## src/rtl/wb_port_arbiter.sv

```systemverilog
`default_nettype none
// ============================================================================
// Module   : wb_port_arbiter
// Purpose  : Shares the single register-file write port among three
//            writeback sources (A = ALU, B = load, C = mul/div) using a
//            valid/ready handshake. Fixed priority A > B > C, with a
//            per-source starvation guard. A source that has lost STARVE_MAX
//            consecutive cycles outranks every non-starved source.
// Ports    : clk, rst (synchronous, active-high)
//            {a,b,c}_valid/_addr/_data  in  : pending write from each source
//            {a,b,c}_ready              out : grant (combinational)
//            wb_sel  out : registered one-hot granted source (000 = idle)
//            wb_we   out : registered write enable (0 for register 0)
//            wb_addr out : registered write address
//            wb_data out : registered write data
//            busy    out : combinational, some valid is high but not granted
// Revision : 1.0 - initial release
// ============================================================================
module wb_port_arbiter #(
    parameter int DATA_W     = 32,
    parameter int ADDR_W     = 5,
    parameter int STARVE_MAX = 4
) (
    input  logic              clk,
    input  logic              rst,
    input  logic              a_valid,
    input  logic [ADDR_W-1:0] a_addr,
    input  logic [DATA_W-1:0] a_data,
    output logic              a_ready,
    input  logic              b_valid,
    input  logic [ADDR_W-1:0] b_addr,
    input  logic [DATA_W-1:0] b_data,
    output logic              b_ready,
    input  logic              c_valid,
    input  logic [ADDR_W-1:0] c_addr,
    input  logic [DATA_W-1:0] c_data,
    output logic              c_ready,
    output logic [2:0]        wb_sel,
    output logic              wb_we,
    output logic [ADDR_W-1:0] wb_addr,
    output logic [DATA_W-1:0] wb_data,
    output logic              busy
);

    localparam logic [3:0] c_starve_max = 4'(STARVE_MAX);

    logic [3:0]        r_cnt [3];
    logic [2:0]        w_valid;
    logic [2:0]        w_starved;
    logic [2:0]        w_pick;
    logic [2:0]        w_grant;
    logic [ADDR_W-1:0] w_addr;
    logic [DATA_W-1:0] w_data;

    assign w_valid = {c_valid, b_valid, a_valid};

    // Starved sources form their own tier; within whichever tier is active
    // the lowest index wins, which isolating the lowest set bit gives us.
    always_comb begin
        w_starved = 3'b000;
        for (int i = 0; i < 3; i++) begin
            w_starved[i] = w_valid[i] && (r_cnt[i] == c_starve_max);
        end
        w_pick  = (|w_starved) ? w_starved : w_valid;
        w_grant = rst ? 3'b000 : (w_pick & (3'(~w_pick) + 3'd1));
    end

    assign a_ready = w_grant[0];
    assign b_ready = w_grant[1];
    assign c_ready = w_grant[2];
    assign busy    = |(w_valid & ~w_grant);

    always_comb begin
        w_addr = a_addr;
        w_data = a_data;
        case (w_grant)
            3'b010: begin
                w_addr = b_addr;
                w_data = b_data;
            end
            3'b100: begin
                w_addr = c_addr;
                w_data = c_data;
            end
            default: begin
                w_addr = a_addr;
                w_data = a_data;
            end
        endcase
    end

    // Counters clear on grant or when the source withdraws; otherwise they
    // count lost cycles and saturate at the starvation threshold.
    always_ff @(posedge clk) begin
        for (int i = 0; i < 3; i++) begin
            if (rst || !w_valid[i] || w_grant[i]) begin
                r_cnt[i] <= 4'd0;
            end else if (r_cnt[i] < c_starve_max) begin
                r_cnt[i] <= r_cnt[i] + 4'd1;
            end
        end
    end

    // Address/data hold across idle cycles; only select and enable drop.
    always_ff @(posedge clk) begin
        if (rst) begin
            wb_sel  <= 3'b000;
            wb_we   <= 1'b0;
            wb_addr <= '0;
            wb_data <= '0;
        end else if (|w_grant) begin
            wb_sel  <= w_grant;
            wb_we   <= (w_addr != '0);
            wb_addr <= w_addr;
            wb_data <= w_data;
        end else begin
            wb_sel  <= 3'b000;
            wb_we   <= 1'b0;
        end
    end

endmodule
`default_nettype wire

```

## config.mk

```make
export PLATFORM = sky130hd
export DESIGN_NAME = wb_port_arbiter
export DESIGN_NICKNAME = d
export VERILOG_FILES = /design/src/rtl/wb_port_arbiter.sv
export SDC_FILE = /design/constraint.sdc
export NUM_CORES = 1
export LEC_CHECK = 0
export BUFFER_PORTS_ARGS = -buffer_cell sky130_fd_sc_hd__buf_2
export CAP_MARGIN = 15
export CORE_MARGIN = 5
export CORE_UTILIZATION = 47
export CTS_BUF_LIST = sky130_fd_sc_hd__clkbuf_4
export CTS_CLUSTER_SIZE = 12
export DETAILED_ROUTE_END_ITERATION = 8
export GPL_TIMING_DRIVEN = 1
export PLACE_DENSITY = 0.85
export SYNTH_ARGS = -nofsm -noshare
export SYNTH_HDL_FRONTEND = slang
export SYNTH_SLANG_ARGS = --single-unit
```

## constraint.sdc

```tcl
create_clock -name clk -period 5.9 [get_ports clk]
set_input_delay 1.18 -clock clk [delete_from_list [all_inputs] [get_ports clk]]
set_output_delay 1.18 -clock clk [all_outputs]
set_load 0.05 [all_outputs]
```

* After elaboration in Yosys (flattened, before gate mapping)
Memory sizes are Yosys's and may differ from the RTL's. Cells that the tools add are included.
Operators by class: add/sub/neg operators 4, order comparisons 3, equality and inequality tests 5, mux-type cells 22, bitwise operators 8, reduce and logical (&&, ||, !) cells 17
Operators with widths (number):
- 32-bit case mux with 2 select lines | 1
- 1-bit two-way mux | 15
- 4-bit by 1-bit adder with 4-bit output (second input constant) | 3
- 4-bit by 3-bit equality test with 1-bit output (second input constant) | 3
- 4-bit by 3-bit < comparator with 1-bit output (second input constant) | 3
- 4-bit two-way mux | 3
- 5-bit case mux with 2 select lines | 1
- 3-bit OR reduction | 3
- 3-bit AND | 2
- 1-bit logical OR | 6
- 3-bit two-way mux | 2
- 3-bit inverter | 2
- 5-bit nonzero test | 1
- 3-bit by 1-bit adder with 3-bit output (second input constant) | 1
- 3-bit by 2-bit equality test with 1-bit output (second input constant) | 1
- 3-bit equality test (second input constant) | 1
- 1-bit logical AND | 3
- 1-bit logical NOT | 3
- 1-bit bitwise OR | 3
- 2-bit OR reduction | 1
- 1-bit inverter | 1
Storage, ports and cells: register bits 41, RAM bits 12, input bits 116, output and inout bits 45, logic and storage cells 64, memories kept 1
Memory list:
- r_cnt | words 3, bits a word 4, rd ports 3, clocked after memory_dff 0, wr ports 3, line 47 | logic [3:0] r_cnt [3];

* Depth between registers and ports, before layout
Gate-level depths: netlist of the first run.
depth in word-level cells 12, mapped depth 9, mapped depth without buffers 7

* Worst setup path after synthesis of the first run
OpenSTA, ideal clock, no wires.
path kind input-to-output, start input port c_valid, end output port busy, arrival time 2936 ps, data required time 4720 ps, setup slack 1784 ps, cell stages on the path 6, path buffers 2, cell sequence and4b_1 o22ai_1 and2_1 buf_2 buf_2 o211ai_1
Between the ends: cells in the longest elaborated chain, start to end 10
RTL lines:
- from (decl) | line 34 | input logic c_valid,
- 1-bit logical AND * | line 62 | w_starved[i] = w_valid[i] && (r_cnt[i] == c_starve_max);
- 3-bit OR reduction * | line 64 | w_pick = (|w_starved) ? w_starved : w_valid;
- 3-bit two-way mux * | line 64
- 3-bit inverter | line 65 | w_grant = rst ? 3'b000 : (w_pick & (3'(~w_pick) + 3'd1));
- 3-bit by 1-bit adder with 3-bit output | line 65
- 3-bit AND * | line 65
- 3-bit two-way mux * | line 65
- net a_ready | line 29 | output logic a_ready,
- 3-bit inverter * | line 71 | assign busy = |(w_valid & ~w_grant);
- 3-bit AND * | line 71
- 3-bit OR reduction * | line 71
- to (decl) | line 42 | output logic busy
Mark *: on every way through the listed nets, which the timed path passes. The rest lies on a longest branch.

* Worst setup path after layout of the first run
start input port c_valid, end output port busy
Between the ends: cells in the longest elaborated chain, start to end 10
RTL lines (line):
- 1-bit logical AND | 62
- 3-bit OR reduction | 64
- 3-bit two-way mux | 64
- 3-bit inverter | 65
- 3-bit by 1-bit adder with 3-bit output | 65
- 3-bit AND | 65
- 3-bit two-way mux | 65
- 3-bit inverter | 71
- 3-bit AND * | 71
- 3-bit OR reduction * | 71
Mark *: on every way between the ends. The rest lies on a longest branch, timed or not.

==> flow_summary_export.csv, run 1 <==
group,metric,value,unit
sta,tns,0,ns
synth,yosysUniqueCellTypes,35,
clock_tree,clockBufferDepth,2,
sta,period_needed,4.351,ns
synth,async_flop_share,0,%
final_layout,nets,562,
min_path,hold_class,"register to register",
grt,grt_max_degree,41,
clock_tree,cts_tree,"yes",
sta,finalMaxSlewViolations,0,
pwr,power.leakage,1.606,nW
synth,synth_area,2536,um2
clock_tree,clkSinkCount,53,
grt,grt_pass1_wl,12.65,mm
placed_design,port_buffers,160,
sta,skew,0.01626,ns
pwr,vdd_drop_max,139.4,uV
grt,overflow,0,
clock_tree,htreeDepth,2,
sta,max_freq,0.2299,GHz
clock_tree,ctsHoldBuffers,0,
floorplanning,row_count,26,
final_layout,layout-drive-gt1-share,40.14,%
sta,worst_slew_pin_slew,0.9221,ns
floorplanning,core_area,5172,um2
critical_path,r2r_start,"r_cnt[2][0]$_SDFFCE_PN0P_",
synth,synth_top_cells_by_area,"dfxtp_1 (32%), edfxtp_1 (14%), nand2_1 (9.9%)",
critical_path,required,4.72,ns
run,drv_cap,0,
clock_tree,clk_pin_slew_worst_paths,0.13,ns
route,drt_pass1_iterations,5,
synth,yosysSeqAreaShare,46.57,%
synth,avgSynthCellArea,8.868,um2
grt,antenna_found_initial,0,
route,drt-total-wl,7.840,mm
floorplanning,start_util,49.03,%
route,routedWlPerCell,15.34,um
route,drcViolationCount,0,
placed_design,gp_congestion,0.9039,
sta,fin_crit_sh,73.74,%
floorplanning,die_y,83.46,um
clock_tree,post-cts-setup-buffers,0,
placed_design,dpl.hpwl,6.117,mm
clock_tree,cts_buffers,5,
sta,setup_viol,0,
synth,synth_edf_count,12,
min_path,hold_start,"wb_data[21]$_SDFFE_PP0N_",
floorplanning,dieArea,6966,um2
floorplanning,top_level_ports,161,
outcome,status,"finished clean",
clock_tree,clock_latency,0.36,ns
route,vias,2725,
critical_path,worstPathMaxFanout,19,
critical_path,arrival,3.17,ns
sta,slew_headroom,38.53,%
synth,ys_ff_latch,53,
final_layout,n_antenna_cell,0,
pwr,p_total,842.7,uW
grt,grt_pass1_vias,2659,
synth,ys_top_cells_by_count,"nand2_1 (67), dfxtp_1 (41), a22oi_1 (33), a31oi_1 (31)",
synth,ys_warn_count,0,
sta,hold_viol_final,0,
route,vias_per_cell,5.333,
synth,post-synth-top-count-cell,"nand2_1",
grt,grt_use_total,21.74,%
route,antenna_left,0,
critical_path,critical_path.endpoint_type,"primary output",
pwr,powerDensity,244.7,nW/um2
sta,rsz0062_at_grt,"false",
critical_path,worstSetupPathType,"input port to primary output",
sta,worst_slack,1.549,ns
critical_path,crit_path_start_kind,"input port",
clock_tree,cts_root_buffer,"clkbuf_4",
placed_design,dp_worst_setup_slack,1.558,ns
route,drt_iter0_drc,166,
critical_path,r2r_slack,3.25,ns
synth,synth_top_area_share,32.36,%
critical_path,cp-startpoint,"c_valid",
clock_tree,cts_resized,0,
synth,synth-main-ff-cell,"dfxtp_1",
final_layout,syn2layout_area_growth,35.82,%
synth,syn-instance-count,286,
synth,yosys.area.top_type,"dfxtp_1",
floorplanning,die_x,83.46,um
==> worst paths after layout <==
check,endpoint,depth (start not counted)
hold reg to reg,wb_data[21]$_SDFFE_PP0N_,2
setup / recovery,busy,7
setup reg to reg,wb_addr[0]$_SDFFE_PP0N_,7
hold / removal,wb_data[21]$_SDFFE_PP0N_,2
==> kinds of logic after synthesis <==
kind of cell	after synthesis	synth area share (%)
and+or+nand+nor	107	19.64
AOI/OAI and AO/OA	89	25.16
DFF	53	46.57
buffers and inverters	30	5.525
adders and majority gates	6	2.960
other	1	0.1479
==> through the flow <==
| stage | hold WS [ns] | utilization (%) | instance area [um2] | std cells |
|---|---|---|---|---|
| finish | 0.4875 | 66.59 | 3445 | 511 |
| detailed placement | 0.4666 | 65.05 | 3364 | 503 |
| CTS | 0.4899 | 66.59 | 3445 | 511 |
| floorplan | 0.6476 | - | 2544 | 288 |
| global route | 0.5030 | 66.59 | 3445 | 511 |
| global placement | 0.4625 | 65.05 | 3364 | 503 |
==> layout make-up <==
cell class              instances  area [um2]
repair buffers                163       823.3
well taps                      70       87.58
fillers                       462        1728
clock inverters                 2       35.03
flip-flops and latches         53        1181
multi-input cells             205        1227
inverters                      12       45.04
clock buffers                   6       45.04
==> metal layers <==
layer	vias up	wire [um]	part of all wire [%]	global-route usage, %
met1	1235	3170	40	26.84
li1	1355	-	-	-
met4	0	140	1.8	6.287
met2	122	3912	50	38.63
met3	13	618	7.9	3.949
met5	-	0	0	0
==> registers in the layout, indices dropped and copies added (netlist names) <==
signal,cells
wb_data,32
wb_we,1
wb_addr,5
r_cnt,12
wb_sel,3
==> worst max-delay path: stages <==
cell and delay [ns]:
buf_2 0.11, and4b_1 0.23, o22ai_1 0.32, and2_1 0.62, buf_4 0.35, o211ai_1 0.11
buf_2 0.24
==> power by group <==
group / switching (mW) / leakage [nW] / internal [mW]
Sequential: 0.0135 / 0.476 / 0.397
Combinational: 0.157 / 1.08 / 0.0746
Clock: 0.106 / 0.0456 / 0.0937
Total: 0.277 / 1.61 / 0.566
==> cell usage in the layout, fill, tap and decap left out, types with 2 or more instances in the layout <==
master / Yosys / final
buf_2: 4 / 160
nand2_1: 67 / 67
dfxtp_1: 41 / 41
a22oi_1: 33 / 33
a31oi_1: 31 / 31
and2_1: 12 / 12
edfxtp_1: 12 / 12
inv_1: 11 / 11
ha_1: 6 / 6
clkbuf_4: 0 / 6
nor2_1: 7 / 5
o21ai_0: 5 / 5
nand3_1: 5 / 5
o22ai_1: 4 / 4
nor2b_1: 4 / 4
nand4b_1: 3 / 3
a222oi_1: 3 / 3
a211oi_1: 3 / 3
nor4_1: 3 / 3
buf_4: 0 / 3
conb_1: 1 / 3
and4b_1: 2 / 2
nor2_2: 0 / 2
a21boi_0: 2 / 2
o221a_2: 2 / 2
No activity file was read; power rests on OpenSTA's default activity.
==> inputs of run 2 (changes only) <==
- CORE_UTILIZATION: 47 -> 40
- PLACE_DENSITY: 0.85 -> 0.77
- clock period: 5.9 -> 3.7 ns (I/O delays scaled with it)
==> run 2 against run 1 <==
Against the previous run: routed wire length is 3.4% higher; register-to-register slack worse by 2.2 ns; via count is 2.8% higher; global-route usage is 2.6 points lower; clock skew is 0.0030 ns lower; largest cell class unchanged; die area is 15% higher; sequential power is 59% higher; critical path depth is 1 lower; largest power group unchanged; count of clock-buffer cells in the layout is 1 lower; sequential share of layout area is 0.062 points lower; total power is 52% higher; critical endpoint is now b_ready; worst setup slack worse by 1.1 ns.
==> flow_summary_export.csv, run 2 (same netlist as run 1, synthesis figures left out) <==
group,metric,value,unit
route,antenna_left,0,
floorplanning,start_util,40.64,%
final_layout,largest_reg_flops,32,
clock_tree,clock_latency,0.36,ns
grt,grt_pass1_vias,2606,
critical_path,critical_path.endpoint_type,"primary output",
grt,overflow,0,
run,drv_cap,0,
floorplanning,die_y,89.63,um
pwr,power.leakage,1.607,nW
grt,grt_pass1_wl,11.90,mm
clock_tree,cts_resized,0,
final_layout,regMostFlops,"wb_data",
sta,setup_viol,0,
critical_path,worstSetupPathType,"register to primary output",
pwr,vdd_drop_max,181.9,uV
clock_tree,clockBufferDepth,2,
clock_tree,htreeDepth,2,
final_layout,reg_top3,"wb_data (32), r_cnt (12), wb_addr (5)",
placed_design,dpl.hpwl,6.218,mm
sta,max_freq,0.3120,GHz
route,wl_met2,4.081,mm
clock_tree,cts_root_buffer,"clkbuf_4",
critical_path,arrival,2.47,ns
placed_design,gp_congestion,0.9251,
sta,fin_crit_sh,86.64,%
grt,antenna_found_initial,0,
placed_design,port_buffers,160,
route,drt_iter0_drc,198,
sta,skew,0.01321,ns
final_layout,final_common_cell,"buf_2",
floorplanning,dieArea,8033,um2
clock_tree,post-cts-setup-buffers,0,
critical_path,required,2.96,ns
outcome,status,"finished clean",
floorplanning,row_count,29,
sta,finalMaxSlewViolations,0,
critical_path,worstPathMaxFanout,14,
sta,slew_headroom,50.71,%
sta,hold_viol_final,0,
route,drt_pass1_iterations,5,
floorplanning,die_x,89.63,um
floorplanning,core_area,6241,um2
route,vias,2802,
final_layout,n_antenna_cell,0,
route,drcViolationCount,0,
route,topRoutingLayerUsed,"met4",
sta,holdWs,0.4862,ns
route,wl_met1,3.168,mm
sta,worst_slew_pin_slew,0.7386,ns
final_layout,syn2layout_area_growth,36.06,%
route,routedWlPerCell,15.55,um
clock_tree,clk_pin_slew_worst_paths,0.15,ns
route,vias_per_cell,5.378,
sta,period_needed,3.206,ns
grt,grt_use_total,19.11,%
clock_tree,clkSinkCount,53,
grt,grt_max_degree,35,
sta,tns,0,ns
critical_path,crit_path_start_kind,"register",
sta,rsz0062_at_grt,"false",
final_layout,fill_cells,596,
route,met3_length,790,um
min_path,hold_class,"register to register",
clock_tree,cts_buffers,5,
route,drt-total-wl,8.104,mm
final_layout,layout-drive-gt1-share,40.32,%
pwr,powerDensity,371.7,nW/um2
clock_tree,ctsHoldBuffers,0,
floorplanning,top_level_ports,161,
final_layout,nets,565,
clock_tree,cts_tree,"yes",
final_layout,most-common-layout-cells,"buf_2 (160), nand2_1 (67), dfxtp_1 (41), a22oi_1 (33), a31oi_1 (31)",
[run 2: area by class of cell]
| cell class | count | area [um2] | share of cell area (%) |
|---|---|---|---|
| sequential | 53 | 1181 | 34.23 |
| inverter | 12 | 45.04 | 1.305 |
| timing repair buffer | 166 | 845.8 | 24.51 |
| tap | 77 | 96.34 | 2.792 |
| clock buffer | 5 | 37.54 | 1.088 |
| clock inverter | 3 | 17.52 | 0.5076 |
| multi-input combinational | 205 | 1227 | 35.57 |
[run 2: per-layer routing]
metal | track usage [%] | vias to the layer above
li1 | - | 1364
met1 | 22.95 | 1287
met2 | 33.91 | 147
met3 | 4.745 | 4
met4 | 5.142 | 0
met5 | 0 | -
[run 2: path summary, 6_finish.rpt]
path | end | cells past startpoint | from | slack, ns
worst min-delay path | wb_data[27]$_SDFFE_PP0N_ | 2 | wb_data[27]$_SDFFE_PP0N_ | 0.49
worst max register to register | wb_data[12]$_SDFFE_PP0N_ | 8 | r_cnt[2][0]$_SDFFCE_PN0P_ | 1.03
worst min register to register | wb_data[27]$_SDFFE_PP0N_ | 2 | wb_data[27]$_SDFFE_PP0N_ | 0.49
worst max-delay path | b_ready | 6 | r_cnt[0][0]$_SDFFCE_PN0P_ | 0.49
[run 2: critical path, cell delays in order, from the launching register on]
cell and delay (ns):
edfxtp_1 0.39, inv_1 0.06, ha_1 0.21, nand4b_1 0.20, nand2_1 0.21, nor2_2 0.64, buf_2 0.40
[run 2: per-stage QoR]
| step | power (mW) | instances | setup slack [ns] | utilization [%] | area [um2] |
|---|---|---|---|---|---|
| 6_report | 1.283 | 521 | 0.4945 | 55.29 | 3451 |
| 5_1_grt | 1.357 | 521 | 0.2687 | 55.29 | 3451 |
| 4_1_cts | 1.298 | 521 | 0.4821 | 55.29 | 3451 |
| 3_5_place_dp | 1.043 | 513 | 0.6065 | 54.41 | 3396 |
| 3_3_place_gp | 1.037 | 513 | 0.6565 | 54.41 | 3396 |
| 2_1_floorplan | 0.9136 | 288 | 0.4638 | - | 2544 |
[run 2: where the power goes]
part / switching, mW / internal (mW)
clock: 0.179 / 0.0727
sequential: 0.0213 / 0.634
combinational: 0.254 / 0.122
==> inputs of run 3 (changes only) <==
- CELL_PAD_IN_SITES_DETAIL_PLACEMENT: default -> 1
- CELL_PAD_IN_SITES_GLOBAL_PLACEMENT: default -> 1
- CORE_UTILIZATION: 40 -> 27
- PLACE_DENSITY: 0.77 -> 0.75
==> run 3 against run 2 <==
Against the previous run: utilization decreased by 17 points; total power rose by 7.1%; critical endpoint is now busy; critical path type unchanged; sequential cell count unchanged.
==> flow_summary_export.csv, run 3 (same netlist as run 1, synthesis figures left out) <==
group,metric,value,unit
outcome,status,"finished clean",
clock_tree,post-cts-setup-buffers,0,
floorplanning,die_x,106.9,um
final_layout,largest_reg_flops,32,
floorplanning,core_area,9196,um2
clock_tree,cts_resized,0,
floorplanning,dieArea,11430,um2
sta,fin_crit_sh,87.95,%
route,drt_iter0_drc,104,
clock_tree,cts_buffers,5,
pwr,power.leakage,1.619,nW
sta,max_freq,0.3073,GHz
placed_design,gp_congestion,0.9308,
sta,rsz0062_at_grt,"false",
sta,finalMaxSlewViolations,0,
clock_tree,clock_latency,0.38,ns
placed_design,port_buffers,160,
grt,grt_pass1_vias,2959,
route,vias_per_cell,4.984,
critical_path,required,2.96,ns
final_layout,nets,566,
min_path,hold_class,"register to register",
clock_tree,clkSinkCount,53,
route,vias,2776,
pwr,powerDensity,389.3,nW/um2
critical_path,critical_path.endpoint_type,"primary output",
grt,antenna_found_initial,1,
min_path,worst_hold_path.num_cells,2,
route,drt_pass1_iterations,4,
run,drv_cap,0,
sta,period_needed,3.254,ns
clock_tree,clockBufferDepth,2,
route,drt-total-wl,9.575,mm
sta,worst_slew_pin_slew,0.6189,ns
sta,slew_headroom,58.74,%
route,antenna_left,0,
grt,grt_max_degree,35,
final_layout,reg_top3,"wb_data (32), r_cnt (12), wb_addr (5)",
critical_path,r2r_start,"r_cnt[1][0]$_SDFFCE_PN0P_",
critical_path,r2r_slack,1.07,ns
route,drcViolationCount,0,
pwr,vdd_drop_max,123.8,uV
final_layout,layout-drive-gt1-share,40.45,%
final_layout,fill_cells,1146,
critical_path,worstSetupPathType,"register to primary output",
min_path,holdPathEnd,"wb_data[8]$_SDFFE_PP0N_",
grt,overflow,0,
sta,tns,0,ns
clock_tree,ctsHoldBuffers,0,
critical_path,cp-startpoint,"r_cnt[1][0]$_SDFFCE_PN0P_",
floorplanning,start_util,27.58,%
critical_path,reg2reg_depth,8,
critical_path,worstPathMaxFanout,6,
final_layout,final_common_cell,"buf_2",
clock_tree,cts_root_buffer,"clkbuf_4",
grt,grt_use_total,16.41,%
clock_tree,cts_tree,"yes",
final_layout,syn2layout_area_growth,39.07,%
floorplanning,top_level_ports,161,
clock_tree,clk_pin_slew_worst_paths,0.16,ns
critical_path,crit_path_start_kind,"register",
final_layout,fin_cells,557,
sta,skew,0.004828,ns
critical_path,r2r-end,"wb_data[16]$_SDFFE_PP0N_",
final_layout,most-common-layout-cells,"buf_2 (160), nand2_1 (67), dfxtp_1 (41), a22oi_1 (33), a31oi_1 (31)",
min_path,hold_start,"wb_data[8]$_SDFFE_PP0N_",
critical_path,arrival,2.51,ns
placed_design,dp_cells,548,
sta,setup_viol,0,
placed_design,dpl.hpwl,7.666,mm
final_layout,seqCellArea,1181,um2
final_layout,regMostFlops,"wb_data",
floorplanning,row_count,35,
clock_tree,htreeDepth,2,
final_layout,multi_input_area,1227,um2
floorplanning,die_y,106.9,um
grt,grt_pass1_wl,14.79,mm
route,routedWlPerCell,17.19,um
sta,hold_viol_final,0,
## run 3: how the worst max path moves through the flow
stage | to | slack (ns) | cells past startpoint
final | busy | 0.45 | 7
after detailed placement | busy | 0.52 | 6
after CTS | busy | 0.47 | 7
after floorplan | busy | 0.46 | 6
after global routing | busy | 0.31 | 7
after global placement | busy | 0.65 | 6
## run 3: metal layers
metal / global-route usage (%) / share of wire (%) / vias up
met1: 18.88 / 40 / 1280
met3: 4.696 / 8.3 / 18
li1: - / - / 1364
met2: 28.73 / 49 / 114
met5: 0 / 0 / -
met4: 6.210 / 2.6 / 0
## run 3: worst max-delay path, stage by stage, from the launching register on
cell	delay, ns
edfxtp_1	0.39
inv_1	0.06
ha_1	0.23
and4b_1	0.25
a21oi_1	0.50
o21ai_0	0.26
o211ai_1	0.15
buf_2	0.29
## run 3: metrics by stage
step | area [um2] | power (mW) | utilization (%) | setup slack [ns] | hold WS, ns
2_1_floorplan | 2544 | 0.9136 | - | 0.4638 | 0.6476
3_3_place_gp | 3446 | 1.047 | 37.47 | 0.6484 | 0.4642
3_5_place_dp | 3446 | 1.056 | 37.47 | 0.5246 | 0.4676
4_1_cts | 3525 | 1.392 | 38.33 | 0.4706 | 0.4928
5_1_grt | 3527 | 1.446 | 38.35 | 0.3079 | 0.5105
6_report | 3527 | 1.373 | 38.35 | 0.4457 | 0.4898
## run 3: cell type report
cell class	count	share of cell area, %
repair buffers	167	24.19
diodes	1	0.07095
clock inverters	3	1.171
well taps	111	3.938
inverters	12	1.277
multi-input cells	205	34.80
clock buffers	5	1.064
flip-flops and latches	53	33.49
## run 3: power by group
group	total (mW)	switching [mW]	internal (mW)	leakage (nW)
registers	0.657	0.0233	0.634	0.476
clock network	0.334	0.194	0.140	0.0389
logic	0.382	0.259	0.122	1.10
total	1.37	0.477	0.896	1.62
